`config.mk`:
```
export PLATFORM = sky130hd
export DESIGN_NAME = uart_tx_fifo
export DESIGN_NICKNAME = d
export VERILOG_FILES = /design/src/rtl/uart_defs.sv /design/src/rtl/tx_byte_fifo.sv /design/src/rtl/uart_tx_fifo.sv
export SDC_FILE = /design/constraint.sdc
export NUM_CORES = 1
export LEC_CHECK = 0
export BUFFER_PORTS_ARGS = -buffer_cell sky130_fd_sc_hd__buf_2
export CAP_MARGIN = 20
export CORE_MARGIN = 3
export CORE_UTILIZATION = 35
export CTS_BUF_LIST = sky130_fd_sc_hd__clkbuf_8
export CTS_CLUSTER_SIZE = 40
export DETAILED_ROUTE_END_ITERATION = 10
export REMOVE_ABC_BUFFERS = 1
export SLEW_MARGIN = 20
export SYNTH_ARGS = -nofsm -noshare
export SYNTH_HDL_FRONTEND = slang
export SYNTH_HIERARCHICAL = 1
export SYNTH_SLANG_ARGS = --single-unit
```
`constraint.sdc`:
```
create_clock -name clk -period 4.36 [get_ports clk]
set_clock_uncertainty 0.05 [all_clocks]
set_input_delay 0.872 -clock clk [delete_from_list [all_inputs] [get_ports clk]]
set_output_delay 0.872 -clock clk [all_outputs]
set_load 0.01 [all_outputs]
```
`src/rtl/uart_defs.sv`:
```
// Shared definitions for the UART transmit path.
// State encodings, frame geometry and the baud divider helper.
package uart_defs;

    typedef enum logic [1:0] {
        IDLE  = 2'd0,
        START = 2'd1,
        DATA  = 2'd2,
        STOP  = 2'd3
    } tx_state_t;

    // 8N1: start + 8 data + stop
    localparam int FRAME_BITS = 10;

    function automatic int clks_per_bit(
        input int clk_hz,
        input int baud
    );
        return clk_hz / baud;
    endfunction

endpackage

```
`src/rtl/tx_byte_fifo.sv`:
```
// Synchronous byte FIFO feeding the UART serialiser.
// Flags and count are registered; head byte is read combinationally.
module tx_byte_fifo #(
    parameter int FIFO_DEPTH = 8,
    parameter int WIDTH      = 8,
    parameter int AW         = $clog2(FIFO_DEPTH)
) (
    input  logic             clk,
    input  logic             reset,
    input  logic             push,
    input  logic             pop,
    input  logic [WIDTH-1:0] din,
    output logic [WIDTH-1:0] dout,
    output logic             full,
    output logic             empty,
    output logic [AW:0]      count
);

    localparam logic [AW:0] FULL_CNT = (AW+1)'(FIFO_DEPTH);

    logic [WIDTH-1:0] mem [FIFO_DEPTH];
    logic [AW-1:0]    wr_ptr;
    logic [AW-1:0]    rd_ptr;
    logic             push_ok;
    logic             pop_ok;
    logic [AW:0]      count_nxt;

    // full is judged on the registered flag, so a push while full
    // is dropped even if a pop frees a slot in the same cycle
    assign push_ok = push & ~full;
    assign pop_ok  = pop & ~empty;
    assign dout    = mem[rd_ptr];

    // next occupancy from the qualified push/pop pair
    always_comb begin
        count_nxt = count;
        unique case ({push_ok, pop_ok})
            2'b10:   count_nxt = count + 1'b1;
            2'b01:   count_nxt = count - 1'b1;
            default: count_nxt = count;
        endcase
    end

    // storage array, no reset needed
    always_ff @(posedge clk) begin
        if (push_ok)
            mem[wr_ptr] <= din;
    end

    // pointers wrap naturally, depth is a power of two
    always_ff @(posedge clk) begin
        if (reset) begin
            wr_ptr <= '0;
            rd_ptr <= '0;
            count  <= '0;
            full   <= 1'b0;
            empty  <= 1'b1;
        end else begin
            if (push_ok)
                wr_ptr <= wr_ptr + 1'b1;
            if (pop_ok)
                rd_ptr <= rd_ptr + 1'b1;
            count <= count_nxt;
            full  <= (count_nxt == FULL_CNT);
            empty <= (count_nxt == '0);
        end
    end

endmodule

```
`src/rtl/uart_tx_fifo.sv`:
```
// Buffered 8N1 UART transmitter behind the APB write path.
// FIFO absorbs bursts; full lets the slave stall instead of dropping.
module uart_tx_fifo
    import uart_defs::*;
#(
    parameter int CLK_HZ     = 50000000,
    parameter int BAUD       = 115200,
    parameter int FIFO_DEPTH = 8,
    parameter int AW         = $clog2(FIFO_DEPTH)
) (
    input  logic        clk,
    input  logic        reset,
    input  logic [7:0]  tx_byte,
    input  logic        transmit,
    output logic        tx_fifo_full,
    output logic        tx_fifo_empty,
    output logic [AW:0] tx_fifo_count,
    output logic        overflow,
    output logic        busy,
    output logic        tx
);

    localparam int CPB = clks_per_bit(CLK_HZ, BAUD);
    localparam int CW  = (CPB > 1) ? $clog2(CPB) : 1;

    localparam logic [CW-1:0] BAUD_LAST = CW'(CPB - 1);
    localparam logic [2:0]    DATA_LAST = 3'(FRAME_BITS - 3);

    tx_state_t     state;
    logic [CW-1:0] baud_cnt;
    logic [2:0]    bit_idx;
    logic [7:0]    shift;
    logic [7:0]    head;
    logic          push;
    logic          tick;
    logic          load;

    assign push = transmit & ~tx_fifo_full;
    assign tick = (baud_cnt == BAUD_LAST);

    // take the next byte from idle, or straight out of a stop bit
    // so consecutive frames carry no idle gap
    assign load = ~tx_fifo_empty &
                  ((state == IDLE) | ((state == STOP) & tick));

    assign busy = (state != IDLE) | ~tx_fifo_empty;

    tx_byte_fifo #(
        .FIFO_DEPTH (FIFO_DEPTH),
        .WIDTH      (8),
        .AW         (AW)
    ) u_fifo (
        .clk   (clk),
        .reset (reset),
        .push  (push),
        .pop   (load),
        .din   (tx_byte),
        .dout  (head),
        .full  (tx_fifo_full),
        .empty (tx_fifo_empty),
        .count (tx_fifo_count)
    );

    // frame sequencer: baud counter, shifter and registered tx line
    always_ff @(posedge clk) begin
        if (reset) begin
            state    <= IDLE;
            baud_cnt <= '0;
            bit_idx  <= '0;
            shift    <= '0;
            tx       <= 1'b1;
            overflow <= 1'b0;
        end else begin
            overflow <= transmit & tx_fifo_full;
            if (load) begin
                shift    <= head;
                baud_cnt <= '0;
                state    <= START;
                tx       <= 1'b0;
            end else begin
                unique case (state)
                    IDLE: begin
                        baud_cnt <= '0;
                        tx       <= 1'b1;
                    end
                    START: begin
                        if (tick) begin
                            baud_cnt <= '0;
                            bit_idx  <= '0;
                            state    <= DATA;
                            tx       <= shift[0];
                        end else begin
                            baud_cnt <= baud_cnt + 1'b1;
                        end
                    end
                    DATA: begin
                        if (tick) begin
                            baud_cnt <= '0;
                            if (bit_idx == DATA_LAST) begin
                                state <= STOP;
                                tx    <= 1'b1;
                            end else begin
                                bit_idx <= bit_idx + 3'd1;
                                shift   <= shift >> 1;
                                tx      <= shift[1];
                            end
                        end else begin
                            baud_cnt <= baud_cnt + 1'b1;
                        end
                    end
                    STOP: begin
                        if (tick) begin
                            baud_cnt <= '0;
                            state    <= IDLE;
                        end else begin
                            baud_cnt <= baud_cnt + 1'b1;
                        end
                        tx <= 1'b1;
                    end
                    default: begin
                        state <= IDLE;
                        tx    <= 1'b1;
                    end
                endcase
            end
        end
    end

endmodule

```
==> results by stage <==
Drt:
- After detailed routing, the number of vias per cell comes to 4.889.
- The first detailed-routing pass ran for 4 iterations.
- The routed design has 7769 um of wire.
- The number of antenna-violating nets in the routed design is 0.
- The met2 layer wire length in the routed design is roughly 3700 um.
- In the final routing, the length of wire on met1 measures roughly 3700 um.
- Summing over every cut layer, the via total after detailed routing is approximately 2500.
- After detailed routing, the number of remaining DRC violations is 0.
- The routed design uses between 200 and 300 um of met3 wire.
- Dividing the detail-routed wire length by the instance count gives ~15 um.
- For this block, the initial DRC count from the detailed router was around 140.
- The uppermost signal routing layer after detailed routing is met4.

Setup path:
- The worst setup path is of the reg -> reg kind.
- The critical path goes through inv_1 -> ha_1 -> nor2b_1 -> a41oi_2 -> buf_4 -> inv_1 -> nand2b_4 -> clkinv_1 -> ha_1 -> and4b_1 -> o21ai_1 -> a221oi_2 -> xnor2_1 -> and4bb_1.
- The register-to-register setup slack is ~1 ns.
- The number of cells on the worst reg-to-reg path is 14.
- The worst register-to-register path ends at u_fifo/full.
- Of all nets on the critical path, the largest fanout is 19.
- The sort of element at the start of the critical path is a register.
- Counting both buffers and inverters, the worst setup path holds a total of 4.
- In this design, the stage delay of the slowest critical-path cell is around 0.42 ns.
- The cell family contributing the most delay on the critical path is simple AND/OR/NAND/NOR gates.
- The critical register-to-register path startpoint is state[0].
- For the worst setup path, the data required time is approximately 4.6 ns.
- The highest-delay cell along the critical path is dfxtp_1.
- The data arrival at the endpoint of the critical path is 3.54 ns.
- The kind of capture point of the worst setup path is a register.

STA:
- For the pin with the worst max-slew slack, the measured transition is slightly below 1 ns.
- The total setup violations reported at the end of the flow is 0.
- The aggregate negative setup slack is 0 ns.
- The post-route fraction of the period consumed by the critical path is roughly 76%.
- Setup repair after global routing left no endpoint under its margin.
- The number of pins exceeding their max-slew limit in the final report came to 0.
- The final number of hold-violating endpoints was 0.
- Headroom to the max-slew limit came out at roughly a third.
- The timing-limited maximum frequency is about 0.3 GHz.
- The worst path in the final design needs a cycle of 3.331 ns, including I/O delays and setup.

CTS:
- The count of instances resized after the clock tree is built is 0.
- The clock sink count is 103.
- Clock latency on the worst-skew pair, taken at its later pin, is between 0.3 and 0.4 ns.
- The buffer count from post-CTS setup fixing is 0.
- TritonCTS built the clock tree.
- The H-tree depth reported by CTS is 3.
- The clock input transition at the sequential cells of the worst setup and hold paths is about 0.090 ns.
- In this run the deepest clock path goes through 2 buffers.
- TritonCTS created 9 clock buffers.
- The hold-fix buffer count after cts is 0.
- In this run the clock root is driven by a clkbuf_8.

Placed design:
- Routability-driven placement finished with a final weighted congestion of between 0.7 and 0.8.
- After detailed placement, the design holds a cell count of ~500.
- The post-place instance area is approximately 4700 um2.
- During placement, the flow inserted port buffers numbering 19.
- The wire-length estimate of the detail-placed layout is 5308 um.

Synthesis:
- The number of enable flip-flop cells after synthesis is 64.
- After synthesis, the share of flip-flops with an asynchronous set or reset is 0%.
- The post-synthesis cell type count is 51.
- Summing every instance area after synthesis gives around 4400 um2.
- Synthesis handed over a netlist of 316 instances.
- The average cell area after synthesis is 13.97 um2.
- For this run, the register share of the synthesized area comes to between 60% and 70%.
- During synthesis, Yosys emitted a total of 6 warnings.
- The most used flip-flop cell after synthesis is edfxtp_1.
- The flip-flop and latch count after synthesis is 103.

Hold path:
- The type of the most critical hold path is reg -> reg.
- The worst hold path begins at bit_idx[2].
- Along the worst hold path, the cell count comes to 2.
- The worst hold path terminates at bit_idx[2].

Floorplanning:
- The overall die height is between 100 and 150 um.
- In this run the count of I/O pins placed on the die edge is 20.
- The width of the die is ~120 um.
- The floorplan step defined a core boundary enclosing about 12000 um2.
- The die covers 13990 um2.
- The initialized floorplan defines 40 standard-cell rows.
- The initial standard-cell utilization of the core is 36.29%.

Layout:
- In the layout the commonest cells are 64 x edfxtp_1, 39 x dfxtp_1, 36 x nor2_1.
- The leading cell type in the layout, fill and taps excluded is edfxtp_1.
- Compared with the post-synthesis result, the final layout area differs by 12.50%.
- The final instance area is 4965 um2.
- The fraction of final layout cells with drive strength greater than 1 is 21.97%.
- The number of inserted diodes is 0.
- The final layout contains ~370 nets.
- The final cell count without fillers is ~510.
- The count of fill cells added during filler insertion is ~1100.

GRT:
- Summed over all layers, the global routing overflow is 0.
- The first global-routing pass estimated approximately 13000 um of wire.
- For this run, the total global-route usage over all layers was measured as between 10% and 20%.
- Entering global routing, the biggest net connects 32 pins.
- The via count of the first global-routing pass is approximately 2500.
- The initial antenna violation count is 0.

Status:
- The run finished with clean final reports.

Power and ir drop:
- The power density relative to cell area is about 490 nW/um2.
- The leakage component of the power is between 1.5 and 2 nW.
- The largest vdd supply drop is about 0.19 mV.

Flow run:
- Across the run, the number of max-cap violations was 0.
[final cells by class]
| class | instances | area (um2) | area share [%] |
|---|---|---|---|
| Clock buffer | 9 | 123.9 | 2.495 |
| Clock inverter | 7 | 101.3 | 2.041 |
| Inverter | 10 | 37.54 | 0.7560 |
| Multi-Input combinational cell | 190 | 1614 | 32.51 |
| Sequential cell | 103 | 2703 | 54.44 |
| Tap cell | 168 | 210.2 | 4.234 |
| Timing Repair Buffer | 27 | 175.2 | 3.528 |
[how the worst max path moves through the flow]
stage / from / end / cells after the start
6_report: state[0] / u_fifo/full / 14
5_1_grt: state[0] / u_fifo/full / 14
4_1_cts: state[0] / u_fifo/full / 14
3_5_place_dp: state[0] / u_fifo/full / 14
3_3_place_gp: state[0] / u_fifo/full / 14
2_1_floorplan: state[0] / u_fifo/full / 13
[cells in the mapped netlist (all sizes together), types with 3 or more instances]
cell | number | area [um2]
edfxtp | 64 | 1922
dfxtp | 39 | 780.8
nor2 | 36 | 135.1
mux4 | 16 | 360.4
ha | 14 | 175.2
nand2 | 14 | 52.55
a21oi | 12 | 60.06
xnor2 | 11 | 96.34
inv | 9 | 33.78
mux2i | 9 | 90.09
mux2 | 8 | 90.09
nor3 | 8 | 40.04
a211oi | 7 | 52.55
clkbuf | 7 | 26.28
buf | 6 | 37.53
nand2b | 5 | 38.78
nand3 | 5 | 25.02
nor2b | 5 | 38.78
o21ai | 5 | 25.02
nand4 | 4 | 25.02
a31oi | 3 | 18.77
nor3b | 3 | 22.52
o22ai | 3 | 18.77
xor2 | 3 | 26.28
[cells by family after synthesis]
kind of cell             share of synthesized area (%)
multiplexers                                     12.25
AND/OR/NAND/NOR                                  11.31
adder cells (fa/ha/maj)                          3.969
XOR/XNOR                                         2.779
buffers and inverters                            2.296
flip-flops                                       61.24
AO/OA/AOI/OAI                                    6.153
[per-layer routing]
metal / vias up / track usage, %
met2: 35 / 18.15
met5: - / 0
met1: 1230 / 16.52
li1: 1240 / -
met4: 0 / 6.081
met3: 8 / 1.818
[worst register-to-register path, stage by stage (launching register included)]
cell and delay [ns]:
dfxtp_1 0.42, inv_1 0.11, ha_1 0.22, nor2b_1 0.15, a41oi_2 0.16, buf_4 0.24
inv_1 0.18, nand2b_4 0.13, clkinv_1 0.19, ha_1 0.30, and4b_1 0.28, o21ai_1 0.08
a221oi_2 0.28, xnor2_1 0.19, and4bb_1 0.25
[per-stage QoR]
step / util (%) / total power [mW] / setup WS (ns) / hold slack (ns)
after floorplan: - / 1.605 / 1.044 / 0.3911
after global placement: 38.74 / 1.770 / 1.179 / 0.4122
after detailed placement: 38.97 / 1.802 / 1.054 / 0.4222
after CTS: 40.82 / 2.464 / 1.015 / 0.4347
after global routing: 40.82 / 2.571 / 0.7395 / 0.4701
final: 40.82 / 2.428 / 1.029 / 0.4326
[sequential cells by signal, summed over array words and instances (netlist names), named ones only]
| register | cells |
|---|---|
| u_fifo/mem | 64 |
| baud_cnt | 9 |
| shift | 8 |
| u_fifo/count | 4 |
| bit_idx | 3 |
| u_fifo/rd_ptr | 3 |
| u_fifo/wr_ptr | 3 |
| state | 2 |
| overflow | 1 |
| tx | 1 |
| u_fifo/empty | 1 |
| u_fifo/full | 1 |
[report_power, final]
group	switching [mW]	internal, mW	total, mW	leakage [nW]
sequential	0.0872	1.13	1.22	0.899
combinational	0.277	0.271	0.549	0.708
clock	0.329	0.331	0.660	0.114
total	0.694	1.73	2.43	1.72
(Power assumes the default switching activity.)
